===== src/rtl/mem_stage_apb_pkg.sv =====
// Shared constants and types for the APB memory stage and its bench.
package mem_stage_apb_pkg;

  localparam int APB_DW = 16;

  // FSM state encoding
  localparam logic [1:0] ST_IDLE   = 2'd0;
  localparam logic [1:0] ST_SETUP  = 2'd1;
  localparam logic [1:0] ST_ACCESS = 2'd2;

  // Request captured in IDLE and held for the whole APB transfer
  typedef struct packed {
    logic [31:0]       paddr;
    logic [APB_DW-1:0] wdata;
    logic              pwrite;
    logic [2:0]        rd;
    logic              reg_write;
  } mem_req_t;

endpackage


===== src/rtl/apb_master_fsm.sv =====
// APB master sequencing: IDLE -> SETUP -> ACCESS with bounded wait and stall.
module apb_master_fsm
  import mem_stage_apb_pkg::*;
#(
  parameter int WAIT_MAX = 15
) (
  input  logic clk,
  input  logic rst,
  input  logic mem_op,
  input  logic pready,
  output logic psel,
  output logic penable,
  output logic stall,
  output logic capture,
  output logic done,
  output logic abort
);

  localparam int CW = $clog2(WAIT_MAX + 1);
  // Abort fires in the cycle the counter would reach WAIT_MAX
  localparam logic [CW-1:0] CNT_LAST = CW'(WAIT_MAX - 1);

  logic [1:0]    state, state_nxt;
  logic [CW-1:0] wait_cnt;
  logic          in_setup, in_access;

  assign in_setup  = (state == ST_SETUP);
  assign in_access = (state == ST_ACCESS);
  assign capture   = (state == ST_IDLE) && mem_op;
  assign done      = in_access && pready;
  assign abort     = in_access && !pready && (wait_cnt == CNT_LAST);
  assign psel      = in_setup || in_access;
  assign penable   = in_access;
  // Gated by reset so an async reset silences stall even with a request pending
  assign stall     = rst && (capture || in_setup || (in_access && !pready && !abort));

  // Next-state selection
  always_comb begin
    state_nxt = state;
    case (state)
      ST_IDLE:   if (mem_op) state_nxt = ST_SETUP;
      ST_SETUP:  state_nxt = ST_ACCESS;
      ST_ACCESS: if (done || abort) state_nxt = ST_IDLE;
      default:   state_nxt = ST_IDLE;
    endcase
  end

  // State register and ACCESS wait counter
  always_ff @(posedge clk or negedge rst) begin
    if (!rst) begin
      state    <= ST_IDLE;
      wait_cnt <= '0;
    end else begin
      state <= state_nxt;
      if (in_access && !pready && !abort) wait_cnt <= wait_cnt + 1'b1;
      else                                wait_cnt <= '0;
    end
  end

endmodule


===== src/rtl/mem_stage_apb.sv =====
// Memory stage: APB loads/stores, pass-through otherwise, MEM/WB register.
module mem_stage_apb
  import mem_stage_apb_pkg::*;
#(
  parameter logic [15:0] ADDR_HI  = 16'h0000,
  parameter int          WAIT_MAX = 15
) (
  input  logic              clk,
  input  logic              rst,
  input  logic              mem_read,
  input  logic              mem_write,
  input  logic [15:0]       addr,
  input  logic [APB_DW-1:0] wdata,
  input  logic [2:0]        rd_in,
  input  logic              reg_write_in,
  input  logic [APB_DW-1:0] prdata,
  input  logic              pready,
  input  logic              pslverr,
  output logic [31:0]       paddr,
  output logic              psel,
  output logic              penable,
  output logic              pwrite,
  output logic [APB_DW-1:0] pwdata,
  output logic              stall,
  output logic [APB_DW-1:0] mem_data,
  output logic [2:0]        rd_out,
  output logic              reg_write_out,
  output logic              err
);

  logic     capture, done, abort;
  mem_req_t req;

  apb_master_fsm #(.WAIT_MAX(WAIT_MAX)) u_fsm (
    .clk     (clk),
    .rst     (rst),
    .mem_op  (mem_read | mem_write),
    .pready  (pready),
    .psel    (psel),
    .penable (penable),
    .stall   (stall),
    .capture (capture),
    .done    (done),
    .abort   (abort)
  );

  assign paddr  = req.paddr;
  assign pwrite = req.pwrite;
  assign pwdata = req.wdata;

  // Request capture and MEM/WB result register
  always_ff @(posedge clk or negedge rst) begin
    if (!rst) begin
      req           <= '0;
      mem_data      <= '0;
      rd_out        <= '0;
      reg_write_out <= 1'b0;
      err           <= 1'b0;
    end else if (capture) begin
      // Write wins on a read/write conflict; the conflict itself is an error
      req           <= '{paddr: {ADDR_HI, addr}, wdata: wdata, pwrite: mem_write,
                         rd: rd_in, reg_write: reg_write_in};
      reg_write_out <= 1'b0;
      if (mem_read && mem_write) err <= 1'b1;
    end else if (!psel) begin
      mem_data      <= addr;
      rd_out        <= rd_in;
      reg_write_out <= reg_write_in;
    end else if (done) begin
      mem_data      <= req.pwrite ? req.paddr[15:0] : prdata;
      rd_out        <= req.rd;
      reg_write_out <= req.reg_write && !req.pwrite;
      if (pslverr) err <= 1'b1;
    end else if (abort) begin
      reg_write_out <= 1'b0;
      err           <= 1'b1;
    end
  end

endmodule


===== config.mk =====
export PLATFORM = sky130hd
export DESIGN_NAME = mem_stage_apb
export DESIGN_NICKNAME = d
export VERILOG_FILES = /design/src/rtl/mem_stage_apb_pkg.sv /design/src/rtl/apb_master_fsm.sv /design/src/rtl/mem_stage_apb.sv
export SDC_FILE = /design/constraint.sdc
export NUM_CORES = 1
export LEC_CHECK = 0
export BUFFER_PORTS_ARGS = -buffer_cell sky130_fd_sc_hd__buf_2
export CAP_MARGIN = 20
export CORE_MARGIN = 2
export CORE_UTILIZATION = 40
export CTS_BUF_LIST = sky130_fd_sc_hd__clkbuf_4
export DETAILED_ROUTE_END_ITERATION = 10
export GPL_ROUTABILITY_DRIVEN = 0
export PLACE_DENSITY_LB_ADDON = 0.12
export SLEW_MARGIN = 20
export SYNTH_ARGS = -nofsm -noshare
export SYNTH_HDL_FRONTEND = slang
export SYNTH_SLANG_ARGS = --single-unit

===== constraint.sdc =====
create_clock -name clk -period 1.8 [get_ports clk]
set_input_delay 0.27 -clock clk [delete_from_list [all_inputs] [get_ports clk]]
set_output_delay 0.27 -clock clk [all_outputs]
set_load 0.05 [all_outputs]

---- Word-level counts from Yosys, hierarchy flattened ----
Cells that the tools add are included.
cells by class
  $add $sub $neg .......................... 1
  equal/unequal tests ..................... 9
  multiplexer cells ....................... 19
  bitwise operators ....................... 2
  reductions and logical operators ........ 21
operators with widths
  operator                                                               count
  16-bit 2-to-1 mux                                                      3
  1-bit 2-to-1 mux                                                       10
  1-bit logical AND                                                      8
  3-bit 2-to-1 mux                                                       2
  2-bit case mux with 3 select lines                                     1
  4-bit by 1-bit adder with 4-bit output, second input constant          1
  4-bit equality test, second input constant                             1
  1-bit logical OR                                                       4
  2-bit 2-to-1 mux                                                       2
  4-bit 2-to-1 mux                                                       1
  2-bit by 1-bit != test with 1-bit output, second input constant        2
  2-bit != test, second input constant                                   2
  4-bit by 1-bit != test with 1-bit output, second input constant        1
  2-bit AND reduction                                                    2
  4-bit AND reduction                                                    1
  1-bit logical NOT                                                      3
  3-bit by 2-bit != test with 1-bit output, second input constant        1
  3-bit nonzero test                                                     1
  2-bit by 1-bit equality test with 1-bit output, second input constant  1
  2-bit equality test, second input constant                             1
  2-bit logical NOT                                                      1
  2-bit nonzero test                                                     1
  1-bit NOT                                                              1
  1-bit OR                                                               1
word-level totals
  bits in registers ....................... 64
  input port bits ......................... 58
  output and inout bits ................... 73
  logic and storage cells ................. 63

---- Longest topological paths before layout ----
Gate-level depths: netlist of run 1.
  depth in word-level cells ............... 7
  depth in mapped cells ................... 7
  gate-level depth less buffers ........... 5

---- Modules after synthesis ----
A second synthesis of run 1 with hierarchy kept.
unflattened totals
  cells, all modules ...................... 277
  area, all modules ....................... 3328.2 um^2
modules (own cells, without submodules)
  module          instances  cells an instance  area each (um^2)  sequential area each (um^2)
  mem_stage_apb   1          243                2956.6            1451.4
  apb_master_fsm  1          34                 371.6             150.1

---- Worst setup path after synthesis of run 1 ----
No wires, ideal clock.
  path type ............................... register to output
  start ................................... reg u_fsm.state[0]
  end ..................................... out stall
  arrival ................................. 2.144 ns
  setup slack ............................. -0.614 ns
  cell stages (with the launch flop) ...... 6
  buffers on the path ..................... 1
  cells stage by stage .................... dfrtp_1 -> inv_1 -> ha_1 -> buf_2 -> nand2_1 -> a21boi_1
on the way
  word-level cells in the longest chain between the ends .. 7
RTL lines
  item                      RTL line                                    RTL
  start: declaration        apb_master_fsm.sv:23                        logic [1:0] state, state_nxt;
  start signal: assignment  apb_master_fsm.sv:54                        state <= state_nxt;
  2-bit equality test *     apb_master_fsm.sv:28                        assign in_access = (state == ST_ACCESS);
  net penable               mem_stage_apb.sv:21                         output logic penable,
  1-bit logical AND *       apb_master_fsm.sv:31, apb_master_fsm.sv:35
  1-bit logical AND         apb_master_fsm.sv:31                        assign abort = in_access && !pready && (wait_cnt == CNT_LAST);
  1-bit logical NOT         apb_master_fsm.sv:35                        assign stall = rst && (capture || in_setup || (in_access && !pready && !abort));
  1-bit logical AND *       apb_master_fsm.sv:35
  1-bit logical OR *        apb_master_fsm.sv:35
  1-bit logical AND *       apb_master_fsm.sv:35
  end: declaration          mem_stage_apb.sv:24                         output logic stall,
Mark *: on every way through the listed nets, which the timed path passes. The rest lies on a longest branch.

---- Final worst setup path of run 1 ----
  start ................................... reg u_fsm.state[0]
  end ..................................... out stall
on the way
  word-level cells in the longest chain between the ends .. 7
RTL lines
  item                 RTL line
  2-bit equality test  apb_master_fsm.sv:28
  1-bit logical AND    apb_master_fsm.sv:31, apb_master_fsm.sv:35
  1-bit logical AND    apb_master_fsm.sv:31
  1-bit logical NOT    apb_master_fsm.sv:35
  1-bit logical AND    apb_master_fsm.sv:35
  1-bit logical OR *   apb_master_fsm.sv:35
  1-bit logical AND *  apb_master_fsm.sv:35
Mark *: on every way between the ends. The rest lies on a longest branch, timed or not.

==> flow_summary_export.csv, run 1 <==
group,metric,value,unit
global_routing,grt_remaining_overflow,0,
die,dieHeight,103,um
sta,worst_slack,-0.0196,ns
global_routing,top_usage_layer,"met2",
min_path,hold-path-cell-count,3,
detailed_routing,post_drt_wl_per_cell,14.2,um
global_routing,grt_pass1_wl,14200,um
detailed_routing,dr.pass1.iters,4,
sta,timing.final.setup_violations,1,
sta,finalMaxSlewViolations,0,
worst_setup_path,r2r_end,"u_fsm.state[0]",
synthesis,synthDistinctLibCells,32,
global_routing,grt_met1_use,24.0,%
worst_setup_path,critPathCaptureType,"output port",
global_routing,vias_in_the_first_global_route,2825,
worst_setup_path,timing.setup.critical_path_class,"flop to output port",
die,core-area,0.00959,mm^2
sta,clock_skew,0.0109,ns
job,cap_violations,0,
global_routing,antenna_found_initial,0,
die,floorplan.die_area,0.0106,mm^2
clock_tree,tritoncts,"done",
worst_setup_path,ff2ff_setup_slack,0.07,ns
sta,timing_hold_violations_final,0,
worst_setup_path,cp.required,1.53,ns
placed_design,placed_instance_area,0.00431,mm^2
die,die_width,103,um
layout,diodes,0,
die,floorplan.initialDensity,40.6,%
clock_tree,cts_root_buffer,"clkbuf_4",
clock_tree,clkSlewWorstSetupHoldPaths,0.11,ns
worst_setup_path,cp.buffers_inverters,2,
layout,area_of_the_multi_input_gates,0.00179,mm^2
clock_tree,cts_inserted_buffers,9,
placed_design,total_half_perimeter_wirelength_after_legalization_and_detailed_placement,5910,um
worst_setup_path,critical_path.startpoint_type,"flop",
sta,fmaxAchievable,550,MHz
placed_design,numPortBuffers,114,
die,row_count,36,
clock_tree,cts_num_sinks,64,
synthesis,synth_cells,398,
clock_tree,worst_skew_pair.late_latency,0.39,ns
detailed_routing,drt-vias-per-instance,4.64,
clock_tree,max-clock-path-buffers,2,
worst_setup_path,max_stage_delay,0.41,ns
run_status,failed_checks,"negative setup slack",
synthesis,ys_seq_area_share,41.1,%
layout,area_added_between_synthesis_and_finish,19.7,%
global_routing,grt_start_max_net_pins,65,
layout,final_area,0.00467,mm^2
worst_setup_path,cp_data_arrival_time,1.55,ns
layout,nNetsFinal,561,
worst_setup_path,timing.critical_path.max_delay_family,"flip-flops",
worst_setup_path,worstPathMaxFanout,2,
detailed_routing,detail_route.iter0.violations,56,
layout,sequential_cell_area,0.00160,mm^2
clock_tree,h-tree-depth,3,
layout,layout-drive-gt1-share,47.0,%
detailed_routing,antenna_violating_nets_post_route,0,
sta,worst_slew_pin_slew,0.522,ns
detailed_routing,post-route-drc-count,0,
min_path,hold_path.class,"input pin to flop",
layout,final.fill_count,938,
synthesis,ys_seq_elements,64,
sta,finalCriticalPeriod,1.82,ns
min_path,worst_case_hold_path_end_point,"pwdata[1]",
worst_setup_path,ff2ff_path_depth,7,
synthesis,syn-cell-area,0.00390,mm^2
synthesis,postSynthAreaPerCell,9.80,um^2
worst_setup_path,reg2reg_from,"u_fsm.wait_cnt[0]",
detailed_routing,via_count,2944,
die,ioPinCount,131,
sta,rsz0062_at_grt,"yes",
min_path,hp-start,"wdata[1]",
global_routing,met2_usage,28.1,%
run_status,run_status,"finished with violations",
worst_setup_path,critical-path-slowest-cell,"dfrtp_1",
sta,timing.final.crit_share,101,%
global_routing,globalRouteTotalUtil,17.4,%
sta,worst_slew_margin_rel,65.0,%
global_routing,groute.layer.met3.usage,2.64,%
worst_setup_path,crit_chain,"buf_4, ha_1, nor2_2, a21boi_4, buf_6",
detailed_routing,drt_wl_total,9030,um
synthesis,synth-warning-count,0,
[routing by layer]
metal	vias up	share of wire, %
met3	10	4.8
met4	0	1.1
li1	1455	-
met5	-	0
met2	77	48
met1	1402	46
[state kept, by name, summed over array words and instances (netlist names)]
| name | count |
|---|---|
| mem_data | 16 |
| paddr | 16 |
| pwdata | 16 |
| req | 4 |
| u_fsm.wait_cnt | 4 |
| rd_out | 3 |
| u_fsm.state | 2 |
| err | 1 |
| pwrite | 1 |
| reg_write_out | 1 |
[timing repair]
| action | 4_1_cts | 5_1_grt |
|---|---|---|
| resized for setup | 14 | 8 |
| endpoints found under the hold margin | 64 | 0 |
| hold buffers | 1 | 0 |
| pin swaps | 5 | 7 |
| endpoints found under the setup margin | 3 | 20 |
| gates cloned | 1 | 0 |
| buffers inserted | 11 | 3 |
[cell families (layout without fill, tap and decap cells)]
logic type,after synthesis,in the layout,synth area share [%]
other cells,1,16,0.0962
flops,64,64,41.1
xor+xnor,2,2,0.449
simple gates,153,153,19.5
compound gates,59,59,11.2
buf+inv,76,165,16.1
mux,37,37,9.56
fa+ha+maj,6,6,1.93
[how the worst max path moves through the flow]
stage | from | endpoint | slack, ns | depth (start not counted)
2_1_floorplan | u_fsm.state[0] | stall | 0.03 | 5
3_3_place_gp | u_fsm.wait_cnt[0] | stall | 0.12 | 6
3_5_place_dp | u_fsm.wait_cnt[0] | stall | 0.07 | 6
4_1_cts | u_fsm.wait_cnt[0] | stall | -0.07 | 6
5_1_grt | u_fsm.wait_cnt[0] | stall | -0.11 | 6
6_report | u_fsm.state[0] | stall | -0.02 | 5
[synthesized netlist by cell type]
cell type | instances | share of area [%]
dfrtp_1 | 64 | 41
o21a_1 | 1 | 0.19
nand3_1 | 8 | 1.0
buf_12 | 7 | 3.6
and2_1 | 1 | 0.16
a31oi_1 | 3 | 0.48
or2_2 | 6 | 0.96
buf_4 | 50 | 9.6
conb_1 | 1 | 0.096
o21ai_1 | 2 | 0.26
a21oi_1 | 18 | 2.3
ha_1 | 6 | 1.9
a21oi_2 | 16 | 3.6
mux2_1 | 2 | 0.58
nor2b_1 | 3 | 0.48
a31o_1 | 16 | 3.6
inv_1 | 4 | 0.38
buf_2 | 9 | 1.2
xnor2_1 | 1 | 0.22
buf_6 | 4 | 1.2
nor2_1 | 6 | 0.58
o21ai_4 | 1 | 0.42
mux2i_1 | 35 | 9.0
a21boi_1 | 1 | 0.19
xor2_1 | 1 | 0.22
or2_1 | 10 | 1.6
clkbuf_1 | 2 | 0.19
nand2_1 | 71 | 6.8
and4b_1 | 2 | 0.51
nand4_1 | 3 | 0.48
nand2_2 | 43 | 6.9
a22oi_1 | 1 | 0.19
[worst register-to-register path, cell delays in order, from the launching register on]
cell	delay, ns
dfrtp_1	0.39
inv_1	0.06
ha_2	0.19
a31oi_4	0.09
buf_4	0.14
buf_4	0.13
a22oi_1	0.28
mux2_1	0.35
[metrics by stage]
step	std cells	setup WS (ns)	util [%]	TNS, ns	hold slack [ns]
floorplan	413	0.0268	-	0	-0.0256
global placement	603	0.117	44.9	0	0.373
detailed placement	603	0.0655	44.9	0	0.368
CTS	632	-0.0693	48.1	-0.0693	0.0289
global route	635	-0.113	48.6	-0.113	0.0400
finish	635	-0.0196	48.6	-0.0196	0.0643
[cell usage in the layout, fill, tap and decap left out, types with 2 or more instances in the layout]
cell type,count
conb_1,16
a21oi_2,16
or2_1,10
o21ai_1,2
nor2b_1,3
a31oi_1,2
nand3_1,8
buf_4,20
ha_1,3
mux2i_1,35
or2_2,6
nand4_1,3
clkbuf_4,12
a31o_1,16
buf_12,8
buf_8,2
clkinv_2,3
inv_1,2
inv_2,2
buf_6,2
nand2_2,44
and4b_1,2
nor2_1,5
nand2_1,70
ha_4,2
dfrtp_1,64
buf_2,111
mux2_1,2
a21oi_1,18
[layout make-up]
class                           count  share of cell area (%)
Clock buffer                       12                    1.93
Tap cell                          133                    3.57
Multi-Input combinational cell    273                    38.3
Inverter                            4                   0.322
Sequential cell                    64                    34.3
Clock inverter                      4                   0.965
Timing Repair Buffer              145                    20.6
Power of run 1 is not shown: default switching activity piles up to over one toggle a cycle in this logic, so the estimate is an artifact.
==> inputs of run 2 (changes only) <==
Settings changed: CORE_ASPECT_RATIO set to 1.2.
==> run 2 against run 1 <==
Net effect: the flow still finishes with violations (negative setup slack); cell area grew 0.72%; highest routed layer unchanged; die area is essentially flat; worst setup slack got worse by 0.041 ns; critical path type unchanged; non-clock buffer count grew 8.
==> flow_summary_export.csv, run 2 (synthesized netlist as in run 1, its figures left out) <==
group,metric,value,unit
clock_tree,cts_num_sinks,64,
worst_setup_path,worst_setup_path_startpoint,"u_fsm.wait_cnt[0]",
clock_tree,clkSlewWorstSetupHoldPaths,0.11,ns
clock_tree,tritoncts,"done",
sta,timing.final.setup_violations,1,
min_path,hold-path-cell-count,3,
die,floorplan.initialDensity,41.0,%
global_routing,grt_remaining_overflow,0,
layout,layout-drive-gt1-share,46.1,%
global_routing,globalRouteTotalUtil,18.0,%
layout,area_added_between_synthesis_and_finish,20.5,%
detailed_routing,dr.pass1.iters,4,
detailed_routing,post_drt_wl_per_cell,14.5,um
run_status,run_status,"finished with violations",
placed_design,preCtsSetupSlack,0.0993,ns
layout,diodes,0,
layout,sequential_cell_area,0.00160,mm^2
sta,worst_slew_pin_slew,0.852,ns
worst_setup_path,critical_path.startpoint_type,"flop",
layout,nNetsFinal,569,
worst_setup_path,r2r_end,"u_fsm.state[1]",
min_path,worst_case_hold_path_end_point,"pwdata[14]",
global_routing,vias_in_the_first_global_route,3028,
worst_setup_path,cp.required,1.53,ns
detailed_routing,post-route-drc-count,0,
layout,area_of_the_multi_input_gates,0.00179,mm^2
clock_tree,worst_skew_pair.late_latency,0.42,ns
global_routing,antenna_found_initial,0,
worst_setup_path,ff2ff_path_depth,6,
global_routing,grt_pass1_wl,14800,um
min_path,hold_path.class,"input pin to flop",
die,die_width,94.1,um
layout,finalNonFillerCells,633,
clock_tree,cts_root_buffer,"clkbuf_4",
layout,mostFrequentLayoutCells,"112 x buf_2, 70 x nand2_1, 64 x dfrtp_1",
worst_setup_path,worstPathMaxFanout,2,
detailed_routing,detail_route.iter0.violations,109,
worst_setup_path,timing.setup.critical_path_class,"flop to output port",
detailed_routing,antenna_violating_nets_post_route,0,
worst_setup_path,critPathCaptureType,"output port",
placed_design,total_half_perimeter_wirelength_after_legalization_and_detailed_placement,5920,um
die,dieHeight,112,um
placed_design,numPortBuffers,114,
sta,fmaxAchievable,538,MHz
detailed_routing,drt-vias-per-instance,4.73,
die,ioPinCount,131,
detailed_routing,via_count,2992,
job,cap_violations,0,
clock_tree,h-tree-depth,3,
layout,final.fill_count,923,
worst_setup_path,reg2reg_from,"u_fsm.wait_cnt[0]",
sta,worst_slack,-0.0604,ns
layout,leading_cell_type_in_the_layout_fill_and_taps_excluded,"buf_2",
sta,worst_slew_margin_rel,43.2,%
sta,finalCriticalPeriod,1.86,ns
worst_setup_path,cp_data_arrival_time,1.59,ns
sta,timing_hold_violations_final,0,
placed_design,dpl.cell_count,592,
sta,clock_skew,0.0146,ns
sta,finalMaxSlewViolations,0,
sta,timing.final.crit_share,103,%
clock_tree,max-clock-path-buffers,2,
min_path,hp-start,"wdata[14]",
die,row_count,39,
clock_tree,cts_inserted_buffers,9,
worst_setup_path,ff2ff_setup_slack,0.10,ns
die,core-area,0.00952,mm^2
run_status,failed_checks,"negative setup slack",
global_routing,grt_start_max_net_pins,65,
die,floorplan.die_area,0.0106,mm^2
sta,rsz0062_at_grt,"yes",
detailed_routing,drt_wl_total,9180,um
run 2: routing by layer:
layer,part of all wire [%],GRT usage (%)
met5,0,0
met4,1.5,6.38
met3,5.2,3.96
met2,49,29.8
met1,44,23.0
run 2: how the worst max path moves through the flow:
stage	to	depth (start not counted)
after CTS	stall	6
after floorplan	stall	5
after global routing	stall	6
final	stall	6
after detailed placement	stall	6
after global placement	stall	6
run 2: repair_timing:
| action | 4_1_cts | 5_1_grt |
|---|---|---|
| buffers inserted | 8 | 7 |
| endpoints found under the hold margin | 9 | 0 |
| pin swaps | 4 | 4 |
| cloned | 1 | 0 |
| hold buffers | 9 | 0 |
| gates resized for setup | 14 | 1 |
| setup endpoints to repair | 2 | 2 |
run 2: through the flow:
stage	hold slack, ns	util, %	setup TNS (ns)	area (um^2)
2_1_floorplan	-0.0256	-	0	3980
3_3_place_gp	0.459	44.9	0	4270
3_5_place_dp	0.465	44.9	0	4270
4_1_cts	0.00262	48.8	-0.0755	4640
5_1_grt	0.0155	49.4	-0.173	4700
6_report	0.0344	49.4	-0.0604	4700
run 2: worst max-delay path: stages (launching register included):
cell	delay [ns]
dfrtp_1	0.37
inv_1	0.05
ha_2	0.20
a31oi_4	0.15
nand2_2	0.10
a21boi_4	0.15
buf_6	0.17
run 2: final cells by class:
cell class	instances	share of cell area [%]
multi-input combinational	273	38.1
clock inverter	7	1.33
clock buffer	9	1.44
inverter	4	0.319
timing repair buffer	153	21.4
tap	123	3.27
sequential	64	34.1
Power of run 2 is left out for the same reason.
==> inputs of run 3 (changes only) <==
Settings changed: PLACE_DENSITY set to 0.66, PLACE_DENSITY_LB_ADDON 0.12 to not set.
==> run 3 against run 2 <==
Net effect: the run still ends with negative setup slack left; global-route usage increased by 0.23 points; sequential share of layout area unchanged; fmax decreased by 1.4%; cell area unchanged.
==> flow_summary_export.csv, run 3 (synthesized netlist as in run 1, its figures left out) <==
group,metric,value,unit
die,die_width,94.1,um
global_routing,grt_remaining_overflow,0,
sta,fmaxAchievable,530,MHz
placed_design,total_half_perimeter_wirelength_after_legalization_and_detailed_placement,6000,um
die,dieHeight,112,um
sta,finalCriticalPeriod,1.89,ns
worst_setup_path,crit_chain,"inv_2, ha_4, o21a_1, nor2_1, a21boi_4, buf_6",
sta,worst_slack,-0.0874,ns
clock_tree,tritoncts,"done",
global_routing,globalRouteTotalUtil,18.2,%
clock_tree,cts_root_buffer,"clkbuf_4",
global_routing,grt_met1_use,22.1,%
layout,sequential_cell_area,0.00160,mm^2
sta,worst_slew_pin_slew,0.855,ns
layout,leading_cell_type_in_the_layout_fill_and_taps_excluded,"buf_2",
detailed_routing,via_count,3016,
global_routing,groute.layer.met3.usage,3.89,%
worst_setup_path,timing.critical_path.max_delay_family,"flip-flops",
layout,area_of_the_multi_input_gates,0.00179,mm^2
worst_setup_path,timing.setup.critical_path_class,"flop to output port",
clock_tree,cts_num_sinks,64,
layout,nNetsFinal,568,
clock_tree,cts_inserted_buffers,9,
run_status,failed_checks,"negative setup slack",
clock_tree,max-clock-path-buffers,2,
worst_setup_path,critical-path-slowest-cell,"dfrtp_1",
sta,clock_skew,0.0113,ns
run_status,run_status,"finished with violations",
worst_setup_path,cp.buffers_inverters,2,
global_routing,met2_usage,30.7,%
detailed_routing,dr.pass1.iters,4,
detailed_routing,post_drt_wl_per_cell,14.3,um
sta,finalMaxSlewViolations,0,
placed_design,preCtsSetupSlack,0.0495,ns
die,row_count,39,
global_routing,grt_pass1_wl,14900,um
global_routing,vias_in_the_first_global_route,3093,
min_path,hold_path.class,"input pin to flop",
detailed_routing,post-route-drc-count,0,
placed_design,numPortBuffers,114,
detailed_routing,antenna_violating_nets_post_route,0,
worst_setup_path,worstPathMaxFanout,3,
worst_setup_path,max_stage_delay,0.44,ns
detailed_routing,drt-vias-per-instance,4.77,
worst_setup_path,critical_path.startpoint_type,"flop",
global_routing,grt_start_max_net_pins,65,
sta,rsz0062_at_grt,"yes",
layout,area_added_between_synthesis_and_finish,20.5,%
layout,final.fill_count,932,
global_routing,top_usage_layer,"met2",
sta,worst_slew_margin_rel,43.0,%
die,ioPinCount,131,
global_routing,antenna_found_initial,1,
worst_setup_path,cp.required,1.53,ns
die,core-area,0.00952,mm^2
clock_tree,clkSlewWorstSetupHoldPaths,0.10,ns
die,floorplan.die_area,0.0106,mm^2
worst_setup_path,critPathCaptureType,"output port",
layout,mostFrequentLayoutCells,"111 x buf_2, 70 x nand2_1, 64 x dfrtp_1",
clock_tree,h-tree-depth,3,
layout,layout-drive-gt1-share,45.9,%
die,floorplan.initialDensity,41.0,%
sta,timing_hold_violations_final,0,
detailed_routing,detail_route.iter0.violations,108,
layout,final_core_utilization,49.4,%
job,cap_violations,0,
sta,timing.final.crit_share,105,%
clock_tree,worst_skew_pair.late_latency,0.42,ns
detailed_routing,drt_wl_total,9030,um
worst_setup_path,cp_data_arrival_time,1.62,ns
sta,timing.final.setup_violations,1,
==> run 3: metrics by stage <==
step                TNS, ns  cell area, um^2  cells  hold WS (ns)
global route         -0.187             4700    632        0.0116
global placement          0             4260    594         0.459
finish              -0.0874             4700    632        0.0396
CTS                  -0.127             4640    626      0.000274
floorplan                 0             3980    413       -0.0256
detailed placement        0             4260    594         0.466
==> run 3: worst reg2reg max path: stages, from the launching register on <==
cell and delay, ns:
dfrtp_1 0.39, inv_1 0.06, ha_2 0.19, a31oi_4 0.08
buf_4 0.14, buf_4 0.13, a22oi_2 0.23, mux2_1 0.35
==> run 3: repair_timing <==
action                                 in CTS  in global routing
setup endpoints to repair                   3                  3
endpoints found under the hold margin       7                  0
gates resized for setup                    15                  3
gates cloned                                1                  0
setup buffers                               9                  6
pin swaps                                   3                  3
hold buffers                                7                  0
==> run 3: final timing paths <==
kind / slack (ns) / endpoint / from / cells past startpoint
worst max-delay path: -0.09 / stall / u_fsm.state[1] / 6
worst min-delay path: 0.04 / pwdata[11] / wdata[11] / 3
worst max register to register: 0.11 / u_fsm.state[1] / u_fsm.wait_cnt[0] / 7
worst min register to register: 0.48 / pwdata[3] / pwdata[3] / 2
max in group asynchronous: 1.19 / paddr[13] / rst / 2
min in group asynchronous: 0.08 / paddr[9] / rst / 2
==> run 3: cell type report <==
class,instances,share of cell area (%)
Multi-Input combinational cell,273,38.0
Sequential cell,64,34.1
Timing Repair Buffer,152,21.1
Tap cell,123,3.27
Clock buffer,10,1.60
Clock inverter,5,1.54
Inverter,4,0.319
Antenna cell,1,0.0532
==> run 3: per-layer routing <==
metal	routed length, um	part of all wire (%)
met4	157	1.7
met3	427	4.7
met1	3780	42
met2	4670	52
met5	0	0
Power of run 3 is left out for the same reason.
